<file path="src/rtl/miner_pkg.sv">
// Shared definitions for the nonce scheduler and the SHA pipelines it feeds.
package miner_pkg;

  localparam int NONCE_W = 32;

  // Latency constants shared with the SHA pipelines: first pass, second pass, full double hash.
  localparam int PIPE_LAT_SHA_FIRST  = 130;
  localparam int PIPE_LAT_SHA_SECOND = 123;
  localparam int PIPE_LAT_DEFAULT    = 253;

  typedef enum logic [1:0] {
    ST_IDLE  = 2'd0,
    ST_RUN   = 2'd1,
    ST_DRAIN = 2'd2,
    ST_DONE  = 2'd3
  } state_t;

  // Population count of up to eight lane flags.
  function automatic logic [3:0] popcount8(input logic [7:0] v);
    logic [3:0] c;
    c = '0;
    for (int i = 0; i < 8; i++) begin
      c = c + 4'(v[i]);
    end
    return c;
  endfunction

endpackage

</file>
<file path="src/rtl/nonce_scheduler_if.sv">
// Golden-nonce read port: valid/ready stream of found nonces.
interface nonce_scheduler_if;
  import miner_pkg::*;

  logic [NONCE_W-1:0] gold_data;
  logic               gold_valid;
  logic               gold_ready;

  modport master (output gold_data, output gold_valid, input gold_ready);
  modport slave  (input gold_data, input gold_valid, output gold_ready);
endinterface

</file>
<file path="src/rtl/gold_fifo.sv">
// Small FIFO holding golden nonces until the host reads them.
module gold_fifo #(
  parameter int DEPTH = 4
) (
  input  logic        clk,
  input  logic        reset,
  input  logic        push_valid,
  input  logic [31:0] push_data,
  output logic        full,
  output logic [31:0] pop_data,
  output logic        pop_valid,
  input  logic        pop_ready
);
  localparam int AW = $clog2(DEPTH);

  logic [31:0] mem_reg [DEPTH];
  logic [AW:0] wr_ptr_reg, rd_ptr_reg;
  logic        empty, pop, push_ok;

  assign empty     = (wr_ptr_reg == rd_ptr_reg);
  assign full      = (wr_ptr_reg[AW] != rd_ptr_reg[AW]) &&
                     (wr_ptr_reg[AW-1:0] == rd_ptr_reg[AW-1:0]);
  assign pop_valid = !empty;
  assign pop       = pop_valid && pop_ready;
  // A pop in the same cycle frees the slot, so a push on a full FIFO still lands.
  assign push_ok   = push_valid && (!full || pop);
  assign pop_data  = empty ? 32'd0 : mem_reg[rd_ptr_reg[AW-1:0]];

  // Storage write; contents need no reset because the pointers qualify them.
  always_ff @(posedge clk) begin
    if (push_ok) begin
      mem_reg[wr_ptr_reg[AW-1:0]] <= push_data;
    end
  end

  // Read/write pointer advance.
  always_ff @(posedge clk) begin
    if (!reset) begin
      wr_ptr_reg <= '0;
      rd_ptr_reg <= '0;
    end else begin
      if (push_ok) wr_ptr_reg <= wr_ptr_reg + 1'b1;
      if (pop)     rd_ptr_reg <= rd_ptr_reg + 1'b1;
    end
  end
endmodule

</file>
<file path="src/rtl/nonce_scheduler.sv">
// Issues a nonce range across parallel hash lanes and collects golden nonces
// whose hash2 word equals the target.
module nonce_scheduler
  import miner_pkg::*;
#(
  parameter int NUM_CORES  = 2,
  parameter int PIPE_LAT   = PIPE_LAT_DEFAULT,
  parameter int FIFO_DEPTH = 4
) (
  input  logic                   clk,
  input  logic                   reset,
  input  logic                   start,
  input  logic                   abort,
  input  logic [NONCE_W-1:0]     nonce_start,
  input  logic [NONCE_W-1:0]     nonce_end,
  input  logic [NONCE_W-1:0]     target,
  output logic [32*NUM_CORES-1:0] nonce_out,
  output logic [NUM_CORES-1:0]   nonce_vld,
  input  logic [32*NUM_CORES-1:0] hash2_in,
  nonce_scheduler_if.master      gold,
  output logic                   busy,
  output logic                   done,
  output logic [32:0]            checked,
  output logic [7:0]             drop_cnt
);
  state_t state_reg, state_next;

  logic [31:0] base_reg, target_reg, cmp_off_reg, match_base_reg;
  logic [32:0] n_reg, issue_off_reg, checked_reg;
  logic [7:0]  drop_reg;
  logic [NUM_CORES-1:0] vld_dly_reg [PIPE_LAT];
  logic [NUM_CORES-1:0] match_reg, lane_hit, dly_last;

  logic        start_ok, last_issue, push_valid, fifo_full, fifo_pop;
  logic [31:0] push_data;
  logic [2:0]  low_idx;
  logic [3:0]  pc_match, pc_last;
  logic [4:0]  drop_inc;
  logic [8:0]  drop_sum;

  assign start_ok   = start && !abort && (state_reg == ST_IDLE || state_reg == ST_DONE);
  assign last_issue = ({1'b0, issue_off_reg} + 34'(NUM_CORES)) >= {1'b0, n_reg};
  assign dly_last   = vld_dly_reg[PIPE_LAT-1];

  // Per-lane issue and compare; the compare side rebuilds nonces from its own base.
  for (genvar gi = 0; gi < NUM_CORES; gi++) begin : g_lane
    assign nonce_vld[gi] = (state_reg == ST_RUN) && ((issue_off_reg + 33'(gi)) < n_reg);
    assign nonce_out[gi*32 +: 32] = (state_reg == ST_RUN) ?
                                    (base_reg + issue_off_reg[31:0] + 32'(gi)) : 32'd0;
    assign lane_hit[gi] = dly_last[gi] && (hash2_in[gi*32 +: 32] == target_reg);
  end

  // Scan FSM next state; abort overrides everything.
  always_comb begin
    state_next = state_reg;
    case (state_reg)
      ST_IDLE:  if (start_ok) state_next = ST_RUN;
      ST_RUN:   if (last_issue) state_next = ST_DRAIN;
      ST_DRAIN: if (checked_reg == n_reg && match_reg == '0) state_next = ST_DONE;
      ST_DONE:  if (start_ok) state_next = ST_RUN;
      default:  state_next = ST_IDLE;
    endcase
    if (abort) state_next = ST_IDLE;
  end

  // Push arbitration: lowest matching lane wins, the rest and full-FIFO pushes count as drops.
  always_comb begin
    low_idx = '0;
    for (int i = NUM_CORES - 1; i >= 0; i--) begin
      if (match_reg[i]) low_idx = 3'(i);
    end
    pc_match   = popcount8(8'(match_reg));
    pc_last    = popcount8(8'(dly_last));
    push_valid = (match_reg != '0) && !abort;
    push_data  = match_base_reg + 32'(low_idx);
    drop_inc   = '0;
    if (push_valid) begin
      drop_inc = 5'(pc_match) - 5'd1 + ((fifo_full && !fifo_pop) ? 5'd1 : 5'd0);
    end
    drop_sum = 9'(drop_reg) + 9'(drop_inc);
  end

  // State, scan parameters, issue/compare counters and status counts.
  always_ff @(posedge clk) begin
    if (!reset) begin
      state_reg     <= ST_IDLE;
      base_reg      <= '0;
      target_reg    <= '0;
      n_reg         <= '0;
      issue_off_reg <= '0;
      cmp_off_reg   <= '0;
      checked_reg   <= '0;
      drop_reg      <= '0;
    end else begin
      state_reg <= state_next;
      if (start_ok) begin
        base_reg      <= nonce_start;
        target_reg    <= target;
        n_reg         <= {1'b0, nonce_end - nonce_start} + 33'd1;
        issue_off_reg <= '0;
        cmp_off_reg   <= '0;
        checked_reg   <= '0;
        drop_reg      <= '0;
      end else begin
        if (state_reg == ST_RUN) issue_off_reg <= issue_off_reg + 33'(NUM_CORES);
        if (dly_last != '0) begin
          cmp_off_reg <= cmp_off_reg + 32'(NUM_CORES);
          checked_reg <= checked_reg + 33'(pc_last);
        end
        drop_reg <= drop_sum[8] ? 8'hFF : drop_sum[7:0];
      end
    end
  end

  // Valid-mask delay matching the hash pipeline, plus the registered compare.
  always_ff @(posedge clk) begin
    if (!reset || abort || start_ok) begin
      for (int s = 0; s < PIPE_LAT; s++) vld_dly_reg[s] <= '0;
      match_reg      <= '0;
      match_base_reg <= '0;
    end else begin
      vld_dly_reg[0] <= nonce_vld;
      for (int s = 1; s < PIPE_LAT; s++) vld_dly_reg[s] <= vld_dly_reg[s-1];
      match_reg      <= lane_hit;
      match_base_reg <= base_reg + cmp_off_reg;
    end
  end

  assign fifo_pop = gold.gold_valid && gold.gold_ready;

  gold_fifo #(.DEPTH(FIFO_DEPTH)) u_gold_fifo (
    .clk        (clk),
    .reset      (reset),
    .push_valid (push_valid),
    .push_data  (push_data),
    .full       (fifo_full),
    .pop_data   (gold.gold_data),
    .pop_valid  (gold.gold_valid),
    .pop_ready  (gold.gold_ready)
  );

  assign busy     = (state_reg == ST_RUN) || (state_reg == ST_DRAIN);
  assign done     = (state_reg == ST_DONE);
  assign checked  = checked_reg;
  assign drop_cnt = drop_reg;
endmodule

</file>
<file path="src/flat_wrapper.sv">
// flat-port wrapper written by rule: the top's interface ports become plain ports
module nonce_scheduler_flat import miner_pkg::*;
#(
  parameter int NUM_CORES  = 2,
  parameter int PIPE_LAT   = PIPE_LAT_DEFAULT,
  parameter int FIFO_DEPTH = 4
)
  (clk, reset, start, abort, nonce_start, nonce_end, target, nonce_out, nonce_vld, hash2_in, busy, done, checked, drop_cnt, gold_gold_data, gold_gold_valid, gold_gold_ready);
  nonce_scheduler_if gold_i ();
  input  logic clk;
  input  logic reset;
  input  logic start;
  input  logic abort;
  input  logic [NONCE_W-1:0] nonce_start;
  input  logic [NONCE_W-1:0] nonce_end;
  input  logic [NONCE_W-1:0] target;
  output logic [32*NUM_CORES-1:0] nonce_out;
  output logic [NUM_CORES-1:0] nonce_vld;
  input  logic [32*NUM_CORES-1:0] hash2_in;
  output logic busy;
  output logic done;
  output logic [32:0] checked;
  output logic [7:0] drop_cnt;
  output wire logic [$bits(gold_i.gold_data)-1:0] gold_gold_data;
  output wire logic [$bits(gold_i.gold_valid)-1:0] gold_gold_valid;
  input wire logic [$bits(gold_i.gold_ready)-1:0] gold_gold_ready;
  assign gold_gold_data = gold_i.gold_data;
  assign gold_gold_valid = gold_i.gold_valid;
  assign gold_i.gold_ready = gold_gold_ready;
  nonce_scheduler #(.NUM_CORES(NUM_CORES), .PIPE_LAT(PIPE_LAT), .FIFO_DEPTH(FIFO_DEPTH)) u_core (.clk(clk), .reset(reset), .start(start), .abort(abort), .nonce_start(nonce_start), .nonce_end(nonce_end), .target(target), .nonce_out(nonce_out), .nonce_vld(nonce_vld), .hash2_in(hash2_in), .gold(gold_i), .busy(busy), .done(done), .checked(checked), .drop_cnt(drop_cnt));
endmodule
</file>
<file path="config.mk">
export PLATFORM = sky130hd
export DESIGN_NAME = nonce_scheduler_flat
export DESIGN_NICKNAME = d
export VERILOG_FILES = /design/src/rtl/miner_pkg.sv /design/src/rtl/nonce_scheduler_if.sv /design/src/rtl/gold_fifo.sv /design/src/rtl/nonce_scheduler.sv /design/src/flat_wrapper.sv
export SDC_FILE = /design/constraint.sdc
export NUM_CORES = 2
export LEC_CHECK = 0
export BUFFER_PORTS_ARGS = -buffer_cell sky130_fd_sc_hd__buf_4
export CORE_MARGIN = 2
export CORE_UTILIZATION = 45
export DETAILED_ROUTE_END_ITERATION = 10
export GPL_TIMING_DRIVEN = 0
export PLACE_DENSITY = 0.73
export SYNTH_ARGS = -nofsm -noshare
export SYNTH_HDL_FRONTEND = slang
export SYNTH_SLANG_ARGS = --single-unit
</file>
<file path="constraint.sdc">
create_clock -name clk -period 8.8 [get_ports clk]
set_clock_uncertainty 0.1 [all_clocks]
set_input_delay 1.76 -clock clk [delete_from_list [all_inputs] [get_ports clk]]
set_output_delay 1.76 -clock clk [all_outputs]
set_load 0.02 [all_outputs]
</file>
==> impl_metrics.py <==
metrics = {
    "cts": {
        "post_cts.resized_instances": 0,
        "tritoncts.num_buffers": 90,
        "clk-insertion-delay-late_ns": 0.64,
        "htreeDepth": 3,
        "ctsRootBufferMaster": "sky130_fd_sc_hd__clkbuf_16",
        "cts_tree": "yes",
        "path_clk_slew_ns": 0.06,
        "hold_buffers": 0,
        "clock_sink_count": 879,
        "cts_setup_buffers": 0,
        "cts-root-to-sink-buffers": 3,
    },
    "placed_design": {
        "port-buffer-count": 306,
        "dp_hpwl_um": 67690,
        "finalWeightedCongestion": 0.9532,
    },
    "outcome": {
        "status": "finished, final reports clean",
    },
    "timing": {
        "achievable-frequency_mhz": 140.7,
        "max-slew-margin-rel": 0.01376,
        "number_of_setup_violations_in_the_final_report": 0,
        "final.period_utilization": 0.8076,
        "rsz0062_at_grt": "no",
        "finalHoldViolations": 0,
        "maxSlewViolCount": 0,
        "final_layout_setup_total_negative_slack_ns": 0,
        "final_period_minus_worst_setup_slack_ns": 7.107,
        "worstMarginPinSlew_ns": 1.476,
    },
    "floorplan": {
        "starting_density_of_the_core": 0.4543,
        "core_region_area_um2": 81980,
        "design.portCount": 307,
        "die_h_um": 291.7,
        "rows": 105,
        "floorplan.die_area_um2": 85080,
        "die_width_um": 291.7,
    },
    "logic_synthesis": {
        "postSynth.asyncResetShare": 0,
        "postSynthAreaPerCell_um2": 10.23,
        "synthDistinctLibCells": 74,
        "yosys_top_cell_area_share": 0.4037,
        "combined_area_of_all_synthesized_cells_um2": 37240,
        "synth_largest_area_cell": "sky130_fd_sc_hd__dfxtp_1",
        "yosysSeqAreaShare": 0.5069,
        "synth_seq_cells": 879,
        "postSynth.topFlopCell": "sky130_fd_sc_hd__dfxtp_1",
        "netlist_instances": 3641,
        "yosys_warnings": 0,
        "mappedNetlistNets": 3996,
        "synthMostInstantiatedCell": "sky130_fd_sc_hd__dfxtp_1",
        "yosys-top-cells-area": "sky130_fd_sc_hd__dfxtp_1 40%, sky130_fd_sc_hd__edfxtp_1 10%, sky130_fd_sc_hd__and2_1 9.3%, sky130_fd_sc_hd__ha_1 6.2%, sky130_fd_sc_hd__xnor2_1 4.9%",
        "leading_post_synthesis_cells_by_instance_count": "751 x sky130_fd_sc_hd__dfxtp_1, 555 x sky130_fd_sc_hd__and2_1, 242 x sky130_fd_sc_hd__nor2_1",
        "synth-edff-count": 128,
    },
    "route": {
        "route.detailed.wl_per_inst_um": 17.11,
        "drcViolationCount": 0,
        "detail_route.iter0.violations": 1484,
        "routed_via_density": 5.077,
        "detail_route.wirelength_um": 88620,
        "postRouteAntennaNets": 0,
        "drt-pass1-iter-count": 5,
        "vias": 26291,
    },
    "worst_setup_path": {
        "timing.setup.critical_path_class": "flip-flop to output pin",
        "r2r.worst_path.cells": 20,
        "critical_path_required_time_ns": 6.94,
        "rr_endpoint": "u_core.state_reg[1]",
        "worstPathCellList": "ha_1 > inv_1 > fa_1 > nor2b_1 > o31a_1 > o21ai_0 > a21oi_1 > a21boi_0 > xnor2_1 > nand4_1 > nor3_1 > nand3_1 > xor2_1 > nor2_1 > buf_4",
        "crit_path_start_kind": "flip-flop",
        "rr_startpoint": "u_core.issue_off_reg[3]",
        "timing.critical_path.fanout_max": 7,
        "critPathSlowestCell": "sky130_fd_sc_hd__nor3_1",
        "critPathArrivalTime_ns": 5.25,
        "cp_num_buf_inv": 2,
        "cp_top_family": "simple AND/OR/NAND/NOR gates",
        "largest_stage_delay_on_the_critical_path_ns": 0.55,
        "endpoint_kind": "output pin",
        "reg2reg_setup_slack_ns": 4.26,
    },
    "hold_path": {
        "hold_worst_path_end": "u_core.vld_dly_reg[0][40]",
        "min_path_cells": 1,
        "hold_path_startpoint": "u_core.vld_dly_reg[0][38]",
        "hp-class": "flip-flop to flip-flop",
    },
    "global_routing": {
        "number_of_antenna_violations_at_the_first_check_in_global_routing": 0,
        "grt_pass1_vias": 25011,
        "grt_pass1_wl_um": 137800,
        "grt_usage": 0.2048,
        "grt_start_max_net_pins": 34,
        "overflow": 0,
    },
    "finish": {
        "largest_register_ffs": 506,
        "fillers": 7359,
        "drive_gt1_frac": 0.1227,
        "finalCoreUtilization": 0.5350,
        "final-seq-area_um2": 18880,
        "multi_input_combinational_cell_area_um2": 17360,
        "layout.nets": 4394,
        "layout-area-overhead-vs-synth_pct": 17.75,
    },
    "pwr": {
        "ir_worst_vdd_uv": 134.7,
        "p_per_area_nw_per_um2": 195.0,
        "total_leakage_power_nw": 18.16,
    },
    "run": {
        "max_capacitance_violation_count": 0,
    },
}
[report_power, final]
group	internal [mW]	total [mW]	switching [mW]	leakage (nW)
clock	2.19	3.76	1.58	1.44
combinational	0.260	0.640	0.381	9.37
sequential	4.10	4.15	0.0545	7.35
total	6.54	8.55	2.01	18.2
[placed cells by master (no fill, tap or decap), types with 16 or more instances in the layout]
cell type and n:
sky130_fd_sc_hd__xnor2_1 208, sky130_fd_sc_hd__clkbuf_1 146, sky130_fd_sc_hd__a22o_1 36, sky130_fd_sc_hd__nor4_1 17
sky130_fd_sc_hd__a21o_1 71, sky130_fd_sc_hd__xor2_1 167, sky130_fd_sc_hd__or3_1 22, sky130_fd_sc_hd__clkbuf_16 92
sky130_fd_sc_hd__nor3_1 45, sky130_fd_sc_hd__and3_1 52, sky130_fd_sc_hd__inv_1 126, sky130_fd_sc_hd__ha_1 185
sky130_fd_sc_hd__mux4_2 32, sky130_fd_sc_hd__edfxtp_1 128, sky130_fd_sc_hd__o21a_1 19, sky130_fd_sc_hd__nand4_1 62
sky130_fd_sc_hd__a21oi_1 122, sky130_fd_sc_hd__nor2_1 242, sky130_fd_sc_hd__nand2b_1 16, sky130_fd_sc_hd__o21ai_0 105
sky130_fd_sc_hd__dfxtp_1 751, sky130_fd_sc_hd__nand3_1 91, sky130_fd_sc_hd__and2_1 551, sky130_fd_sc_hd__buf_4 306
sky130_fd_sc_hd__o22ai_1 27, sky130_fd_sc_hd__nand2_1 182, sky130_fd_sc_hd__nor2b_1 57
[cell type report]
type,count,area share
antenna,1,0.00005706
buffer,139,0.01212
clock buffer,123,0.05789
clock inverter,37,0.009814
inverter,127,0.01087
multi-input combinational,2496,0.3959
sequential,879,0.4304
tap,1070,0.03053
timing repair buffer,306,0.05238
[per-layer routing]
layer,vias to the layer above,GRT usage,part of all wire
met1,12277,0.2877,0.48
met5,-,0,0
met2,669,0.3212,0.44
li1,13205,-,-
met3,140,0.03334,0.055
met4,0,0.06827,0.030
[worst reg2reg max path, cell delays in order, from the launching register on]
cell and delay (ns):
sky130_fd_sc_hd__dfxtp_1 0.38, sky130_fd_sc_hd__clkbuf_1 0.26, sky130_fd_sc_hd__nand3_1 0.16, sky130_fd_sc_hd__nor2_1 0.24, sky130_fd_sc_hd__and3_1 0.26, sky130_fd_sc_hd__and2_1 0.14, sky130_fd_sc_hd__clkbuf_1 0.25, sky130_fd_sc_hd__and3_1 0.21
sky130_fd_sc_hd__clkbuf_1 0.28, sky130_fd_sc_hd__nand2_1 0.12, sky130_fd_sc_hd__nor2_1 0.39, sky130_fd_sc_hd__xor2_1 0.22, sky130_fd_sc_hd__ha_1 0.26, sky130_fd_sc_hd__nor2b_1 0.13, sky130_fd_sc_hd__o21ai_0 0.14, sky130_fd_sc_hd__nand2b_1 0.09
sky130_fd_sc_hd__a211oi_1 0.25, sky130_fd_sc_hd__o211a_1 0.22, sky130_fd_sc_hd__nor2_1 0.07, sky130_fd_sc_hd__a31o_2 0.24, sky130_fd_sc_hd__a21oi_1 0.11
[metrics by stage]
stage               std cells  cell area, um2  power [mW]  hold slack, ns  setup WS (ns)
finish                   5178           43860       8.553          0.3137          1.693
floorplan                3641           37240       4.631          0.3057          3.331
global route             5177           43850       8.877          0.3148          1.348
CTS                      5177           43850       8.618          0.3093          1.662
detailed placement       5017           40890       4.869          0.3097          2.326
global placement         5017           40880       4.862          0.3085          2.346
[worst max path at each step]
stage                             start            end  slack (ns)  cells after the start
4_1_cts         u_core.issue_off_reg[1]  nonce_out[58]        1.66                     15
5_1_grt         u_core.issue_off_reg[1]  nonce_out[58]        1.35                     15
6_report        u_core.issue_off_reg[1]  nonce_out[58]        1.69                     15
2_1_floorplan  u_core.issue_off_reg[12]  nonce_out[61]        3.33                     14
3_5_place_dp    u_core.issue_off_reg[1]  nonce_out[58]        2.33                     15
3_3_place_gp    u_core.issue_off_reg[1]  nonce_out[58]        2.35                     15
[cell families (layout without fill, tap and decap cells)]
group	Yosys count	in the layout	share of synthesized area
adders and majority gates	190	190	0.06484
buffers and inverters	266	732	0.02708
and+or+nand+nor	1397	1397	0.2049
xor gates and xnor gates	375	375	0.08818
other	0	1	0
muxes	43	43	0.02237
AOI/OAI and AO/OA	491	491	0.08580
DFF	879	879	0.5069
Note: power is estimated with default switching activity, not from simulation.
